`config.mk`:
```
export PLATFORM = sky130hd
export DESIGN_NAME = tx_sender_fsm
export DESIGN_NICKNAME = d
export VERILOG_FILES = /design/src/rtl/tx_pkg.sv /design/src/rtl/tx_fifo.sv /design/src/rtl/tx_sender_fsm.sv
export SDC_FILE = /design/constraint.sdc
export NUM_CORES = 1
export LEC_CHECK = 0
export ABC_AREA = 0
export BUFFER_PORTS_ARGS = -buffer_cell sky130_fd_sc_hd__clkbuf_2
export CORE_MARGIN = 2
export CORE_UTILIZATION = 52
export CTS_CLUSTER_SIZE = 25
export DETAILED_ROUTE_END_ITERATION = 16
export GPL_ROUTABILITY_DRIVEN = 0
export GPL_TIMING_DRIVEN = 0
export PLACE_DENSITY = 0.76
export SETUP_SLACK_MARGIN = 0.1
export SLEW_MARGIN = 20
export SYNTH_ARGS = -nofsm -noshare
export SYNTH_HDL_FRONTEND = slang
export SYNTH_SLANG_ARGS = --single-unit
```
`constraint.sdc`:
```
create_clock -name clk -period 3.2 [get_ports clk]
set_input_delay 0.48 -clock clk [delete_from_list [all_inputs] [get_ports clk]]
set_output_delay 0.48 -clock clk [all_outputs]
set_load 0.05 [all_outputs]
```
`src/rtl/tx_pkg.sv`:
```
// Shared definitions for the transmit sender: default word width, FSM state
// encoding and counter widths.
package tx_pkg;

    localparam int TX_DATA_W  = 5;
    localparam int SENT_CNT_W = 8;

    typedef enum logic [1:0] {
        ST_IDLE  = 2'b00,
        ST_LOAD  = 2'b01,
        ST_VALID = 2'b10,
        ST_DONE  = 2'b11
    } tx_state_e;

endpackage

```
`src/rtl/tx_fifo.sv`:
```
// Small synchronous FIFO; pointers carry an extra wrap bit so full and empty
// come straight from registered state.
module tx_fifo
    import tx_pkg::*;
#(
    parameter int DATA_W = TX_DATA_W,
    parameter int DEPTH  = 4
) (
    input  logic              clk,
    input  logic              rst,
    input  logic              push_i,
    input  logic [DATA_W-1:0] data_i,
    input  logic              pop_i,
    output logic [DATA_W-1:0] head_o,
    output logic              full_o,
    output logic              empty_o
);

    localparam int AW = $clog2(DEPTH);

    logic [DATA_W-1:0] mem_q [DEPTH];
    logic [AW:0]       wr_ptr_q, wr_ptr_d;
    logic [AW:0]       rd_ptr_q, rd_ptr_d;
    logic              wr_en;
    logic              rd_en;

    assign full_o  = (wr_ptr_q[AW] != rd_ptr_q[AW]) &&
                     (wr_ptr_q[AW-1:0] == rd_ptr_q[AW-1:0]);
    assign empty_o = (wr_ptr_q == rd_ptr_q);
    assign head_o  = mem_q[rd_ptr_q[AW-1:0]];

    // A push while full is dropped regardless of a same-cycle pop.
    assign wr_en = push_i & ~full_o;
    assign rd_en = pop_i & ~empty_o;

    always_comb begin
        wr_ptr_d = wr_ptr_q;
        rd_ptr_d = rd_ptr_q;
        if (wr_en) wr_ptr_d = wr_ptr_q + (AW+1)'(1);
        if (rd_en) rd_ptr_d = rd_ptr_q + (AW+1)'(1);
    end

    always_ff @(posedge clk) begin
        if (wr_en) mem_q[wr_ptr_q[AW-1:0]] <= data_i;
    end

    always_ff @(posedge clk or posedge rst) begin
        if (rst) begin
            wr_ptr_q <= '0;
            rd_ptr_q <= '0;
        end else begin
            wr_ptr_q <= wr_ptr_d;
            rd_ptr_q <= rd_ptr_d;
        end
    end

endmodule

```
`src/rtl/tx_sender_fsm.sv`:
```
// Transmit stage: drains the local FIFO one word at a time onto a valid/ready
// link, counts completed transfers and flags a stalled receiver.
module tx_sender_fsm
    import tx_pkg::*;
#(
    parameter int DATA_W  = TX_DATA_W,
    parameter int DEPTH   = 4,
    parameter int TIMEOUT = 16
) (
    input  logic                  clk,
    input  logic                  rst,
    input  logic                  push_i,
    input  logic [DATA_W-1:0]     data_i,
    output logic                  full_o,
    output logic                  overflow_o,
    output logic                  valid_o,
    output logic [DATA_W-1:0]     data_o,
    input  logic                  ready_i,
    output logic [1:0]            state_o,
    output logic [SENT_CNT_W-1:0] sent_cnt_o,
    output logic                  timeout_o
);

    localparam int WAIT_W = $clog2(TIMEOUT);

    tx_state_e             state_q, state_d;
    logic [DATA_W-1:0]     data_q, data_d;
    logic                  valid_q, valid_d;
    logic [SENT_CNT_W-1:0] sent_q, sent_d;
    logic [WAIT_W-1:0]     wait_q, wait_d;
    logic                  timeout_q, timeout_d;
    logic                  overflow_q, overflow_d;

    logic                  fifo_pop;
    logic                  fifo_full;
    logic                  fifo_empty;
    logic [DATA_W-1:0]     fifo_head;

    tx_fifo #(
        .DATA_W (DATA_W),
        .DEPTH  (DEPTH)
    ) u_fifo (
        .clk     (clk),
        .rst     (rst),
        .push_i  (push_i),
        .data_i  (data_i),
        .pop_i   (fifo_pop),
        .head_o  (fifo_head),
        .full_o  (fifo_full),
        .empty_o (fifo_empty)
    );

    assign fifo_pop = (state_q == ST_LOAD);

    always_comb begin
        state_d    = state_q;
        data_d     = data_q;
        sent_d     = sent_q;
        wait_d     = wait_q;
        timeout_d  = 1'b0;
        overflow_d = push_i & fifo_full;
        unique case (state_q)
            ST_IDLE: begin
                if (!fifo_empty) state_d = ST_LOAD;
            end
            ST_LOAD: begin
                data_d  = fifo_head;
                state_d = ST_VALID;
            end
            ST_VALID: begin
                if (ready_i) begin
                    state_d = ST_DONE;
                    sent_d  = sent_q + SENT_CNT_W'(1);
                    wait_d  = '0;
                end else if (wait_q == WAIT_W'(TIMEOUT - 1)) begin
                    // Stall is reported but the word stays offered.
                    timeout_d = 1'b1;
                    wait_d    = '0;
                end else begin
                    wait_d = wait_q + WAIT_W'(1);
                end
            end
            ST_DONE: begin
                state_d = fifo_empty ? ST_IDLE : ST_LOAD;
            end
            default: state_d = ST_IDLE;
        endcase
        valid_d = (state_d == ST_VALID);
    end

    always_ff @(posedge clk or posedge rst) begin
        if (rst) begin
            state_q    <= ST_IDLE;
            data_q     <= '0;
            valid_q    <= 1'b0;
            sent_q     <= '0;
            wait_q     <= '0;
            timeout_q  <= 1'b0;
            overflow_q <= 1'b0;
        end else begin
            state_q    <= state_d;
            data_q     <= data_d;
            valid_q    <= valid_d;
            sent_q     <= sent_d;
            wait_q     <= wait_d;
            timeout_q  <= timeout_d;
            overflow_q <= overflow_d;
        end
    end

    assign full_o     = fifo_full;
    assign overflow_o = overflow_q;
    assign valid_o    = valid_q;
    assign data_o     = data_q;
    assign state_o    = state_q;
    assign sent_cnt_o = sent_q;
    assign timeout_o  = timeout_q;

endmodule

```
* After elaboration in Yosys (flattened, before gate mapping) *
Memories as Yosys holds them, arrays and structs flattened. A register that Yosys moved wholly into a read port is not among the register bits.
Cells that the tools add are included.

word-level totals
  bits in registers = 23
  latch bits = 0
  memory bits (writable) = 20
  bits in read-only memories = 0
  input bits = 9
  output and inout port bits = 19
  logic and storage cells = 40
  memories kept = 1

memory list
  memory        depth  width  read ports  clocked after memory_dff  write ports  RTL line       source
  u_fifo.mem_q  4      5      1           1                         1            tx_fifo.sv:21  logic [DATA_W-1:0] mem_q [DEPTH];

cells by class
  add/sub/neg operators = 4
  multiply operators = 0
  divide/modulo/power cells = 0
  $lt $le $gt $ge = 0
  equal/unequal tests = 8
  shift operators = 0
  mux-type cells = 11
  bitwise gates (word level) = 5
  reductions and logical operators = 3

operators by type and width
  kind                                           count
  adder 8 x 1 -> 8 bit, second input constant    1
  2-to-1 mux 4 bit                               2
  case mux 2 bit (4 select lines)                1
  adder 3 x 1 -> 3 bit, second input constant    2
  == test 2 bit, second input constant           3
  2-to-1 mux 1 bit                               6
  adder 4 x 1 -> 4 bit, second input constant    1
  == test 4 bit, second input constant           1
  2-to-1 mux 2 bit                               2
  AND 1 bit                                      3
  == test 3 bit                                  1
  == test 2 x 1 -> 1 bit, second input constant  1
  == test 2 bit                                  1
  zero test 2 bit                                1
  inverter 1 bit                                 2
  AND reduction 2 bit                            1
  logical AND 1 bit                              1
  inequality test 1 bit                          1

* Longest topological paths before layout *
  depth after elaboration = 6
  gate-level depth with buffers = 6
  mapped depth without buffers = 5

* Modules after synthesis *
Synthesis repeated with hierarchy kept, for this count alone.

second synthesis, totals
  cells, all modules = 161
  area total of the unflattened synthesis = 2249.7 sq um

modules (own cells, without submodules)
  module         instances  cells an instance  area each (sq um)  sequential area each (sq um)
  tx_fifo        1          78                 1226.2             750.7
  tx_sender_fsm  1          83                 1023.5             550.5

* Worst setup path before layout *
Ideal clock, no wire load.

  path kind = register to output
  from = register u_fifo.rd_ptr_q[1]
  to = output port full_o
  arrival time = 1.441 ns
  required time = 2.720 ns
  slack = 1.279 ns
  stages on the path, launching flop included = 5
  path buffers = 1
  path through = dfrtp_1 -> buf_4 -> xor2_4 -> or3_4 -> inv_1

between the ends
  cells in the longest elaborated chain, start to end = 2

RTL lines
  item                      RTL line             source
  start: declaration        tx_fifo.sv:23        logic [AW:0] rd_ptr_q, rd_ptr_d;
  start signal: assignment  tx_fifo.sv:53        rd_ptr_q <= rd_ptr_d;
  == test 2 bit             tx_fifo.sv:28        (wr_ptr_q[AW-1:0] == rd_ptr_q[AW-1:0]);
  logical AND 1 bit         tx_fifo.sv:27        assign full_o = (wr_ptr_q[AW] != rd_ptr_q[AW]) &&
  end: declaration          tx_sender_fsm.sv:14  output logic full_o,

Every way passes these cells.

* Worst setup path in the final report *
Ends and elaborated chain as after synthesis.

==> reports/metrics.yaml <==
outcome: "finished, final reports clean"
rows: 23
post-cts-setup-buffers: 0
dp_cells: 223
cp.buffers_inverters: 3
antenna_found_initial: 0
worst_slew_pin_slew_ns: 0.5882
grt_pass1_vias: 1340
synth-edff-count: 20
setup_tns_ns: 0
cp_max_fo: 7
final_cells: 231
drc_errors: 0
vias: 1245
area_delta_synth_final_pct: 14.56
synth.distinct_cells: 34
ir_drop_mv: 0.6602
power_w: 0.002761
die-area_mm2: 0.004679
hold_class: "input pin to async pin"
drt-initial-drc-count: 60
ys_ff_latch: 48
setup_violations: 0
yosys.area.top_type: "dfrtp_1"
async_flop_share_pct: 58.33
nets: 200
max-cap-violations: 0
die_w_um: 68.41
p_leak_nw: 1.098
timing.final.crit_share_pct: 73.20
cts_tree: "built"
num_antenna_cells: 0
syn-instance-count: 146
drive_gt1_share_pct: 32.04
cts_made_buffers: 5
synth_warnings: 0
cts.clk_slew.worst_paths_ns: 0.09
layout_common_cells: "28 x clkbuf_2, 28 x dfrtp_1, 20 x edfxtp_1, 11 x nand2_1, 11 x ha_1"
hold_viol: 0
postCtsHoldBufs: 0
grt_start_max_net_pins: 29
maxSlewViolCount: 0
relSlewSlack_pct: 60.73
grt-ovfl-total: 0
worstPathRequired_ns: 2.72
dr.pass1.iters: 4
insertion_delay_ns: 0.31
clockRootBuffer: "clkbuf_8"
post_drt_via_cell_ratio: 5.390
cts_buffer_depth: 2
initial_core_util_pct: 53.93
crit_path_start_kind: "register"
io_pins: 28
synth.top_cell.area_share_pct: 32.48
grtUsageTotal_pct: 19.25
grt_pass1_wl_um: 6279
fin_skew_ns: 0.009107
critPathTopFamily: "buffers and inverters"
cp_slowest_cell: "or3_4"
core_mm2: 0.004000
rsz0062_at_grt: "no"
fin_hold_ws_ns: 0.2084
synthTopCellsByArea: "dfrtp_1 32%, edfxtp_1 28%, ha_1 6.4%"
syn-num-nets: 166
die_h_um: 68.41
cp-end-kind: "primary output"
cp.arrival_ns: 1.86
io_buffers: 27
min_period_ns: 2.342
fin_util_pct: 61.78
max_freq_mhz: 426.9
synth_ff_type: "dfrtp_1"
routedWlPerCell_um: 16.19
ys_seq_area_share_pct: 60.32
wirelength_um: 3739
cts-resized-gates: 0
cts_sinks: 48
p_per_area_mw_per_mm2: 1117
cts_max_level: 2
ant_nets: 0
critPathMaxStageDelay_ns: 0.44
syn_area_per_cell_um2: 14.77
crit_chain: "buf_4, xor2_4, or3_4, inv_1, clkbuf_2"
critPathKind: "register to primary output"
syn_area_mm2: 0.002157
dpl.hpwl_um: 2663
[cells by family after synthesis]
group / count (synthesis) / share of synthesized area (%)
DFF: 48 / 60.32
AOI/OAI and AO/OA: 13 / 5.337
adders and majority gates: 11 / 6.380
buffers and inverters: 14 / 3.016
xor gates and xnor gates: 14 / 6.903
and+or+nand+nor: 31 / 7.366
muxes: 15 / 10.67
[sequential cells by signal (all words and copies together) (netlist names)]
register and flops:
u_fifo.wr_ptr_q 3, timeout_o 1, sent_cnt_o 8, data_o 5
u_fifo.mem_q 20, overflow_o 1, state_o 2, u_fifo.rd_ptr_q 3
valid_o 1, wait_q 4
[area by class of cell]
cell class,count,area (um2)
Sequential cell,48,1301
Buffer,4,27.53
Timing Repair Buffer,27,135.1
Clock buffer,5,68.82
Tap cell,50,62.56
Fill cell,290,1529
Multi-Input combinational cell,84,790.8
Inverter,10,37.54
Clock inverter,3,47.55
[layer usage]
metal / GRT usage, % / share of wire, %
met4: 7.500 / 1.6
met1: 22.09 / 41
met3: 4.441 / 4.3
met2: 34.50 / 53
met5: 0 / 0
[final timing paths]
check                                   startpoint            endpoint  slack, ns  cells after the start
worst max-delay path            u_fifo.rd_ptr_q[1]              full_o       0.86                      5
worst min-delay path                           rst           timeout_o       0.21                      2
worst max register to register  u_fifo.rd_ptr_q[0]  u_fifo.mem_q[2][4]       1.37                      4
worst min register to register       sent_cnt_o[7]       sent_cnt_o[7]       0.49                      1
max in group asynchronous                      rst       sent_cnt_o[2]       2.59                      2
min in group clk                         data_i[0]  u_fifo.mem_q[3][0]       0.39                      1
[power by group]
| part | total, W | switching (W) | internal (W) | leakage [nW] |
|---|---|---|---|---|
| logic | 0.00129 | 0.000820 | 0.000472 | 0.510 |
| clock network | 0.000447 | 0.000212 | 0.000235 | 0.0583 |
| registers | 0.00102 | 0.000165 | 0.000857 | 0.531 |
[through the flow]
| step | setup WS [ns] | cell area, um2 |
|---|---|---|
| after floorplan | 1.279 | 2157 |
| after global placement | 1.228 | 2355 |
| after detailed placement | 1.208 | 2355 |
| after CTS | 0.8566 | 2471 |
| after global routing | 0.7992 | 2471 |
| final | 0.8577 | 2471 |
[Yosys cell counts (all sizes together), types with 2 or more instances]
cell,instances
dfrtp,28
nor2b,4
o21ai,4
mux2,8
o31ai,3
clkbuf,2
nand3,3
xor2,5
nor2,3
nand2,11
and3,4
buf,2
edfxtp,20
mux4,5
mux2i,2
nor3,3
ha,11
o22ai,2
inv,10
xnor2,9
[worst reg2reg max path: cells and delay by family, from the launching register on]
family | cells | cell delay, ns
AND/OR/NAND/NOR | 2 | 0.57
XOR/XNOR | 1 | 0.40
flip-flops | 1 | 0.38
buffers and inverters | 1 | 0.17
(Power assumes the default switching activity.)
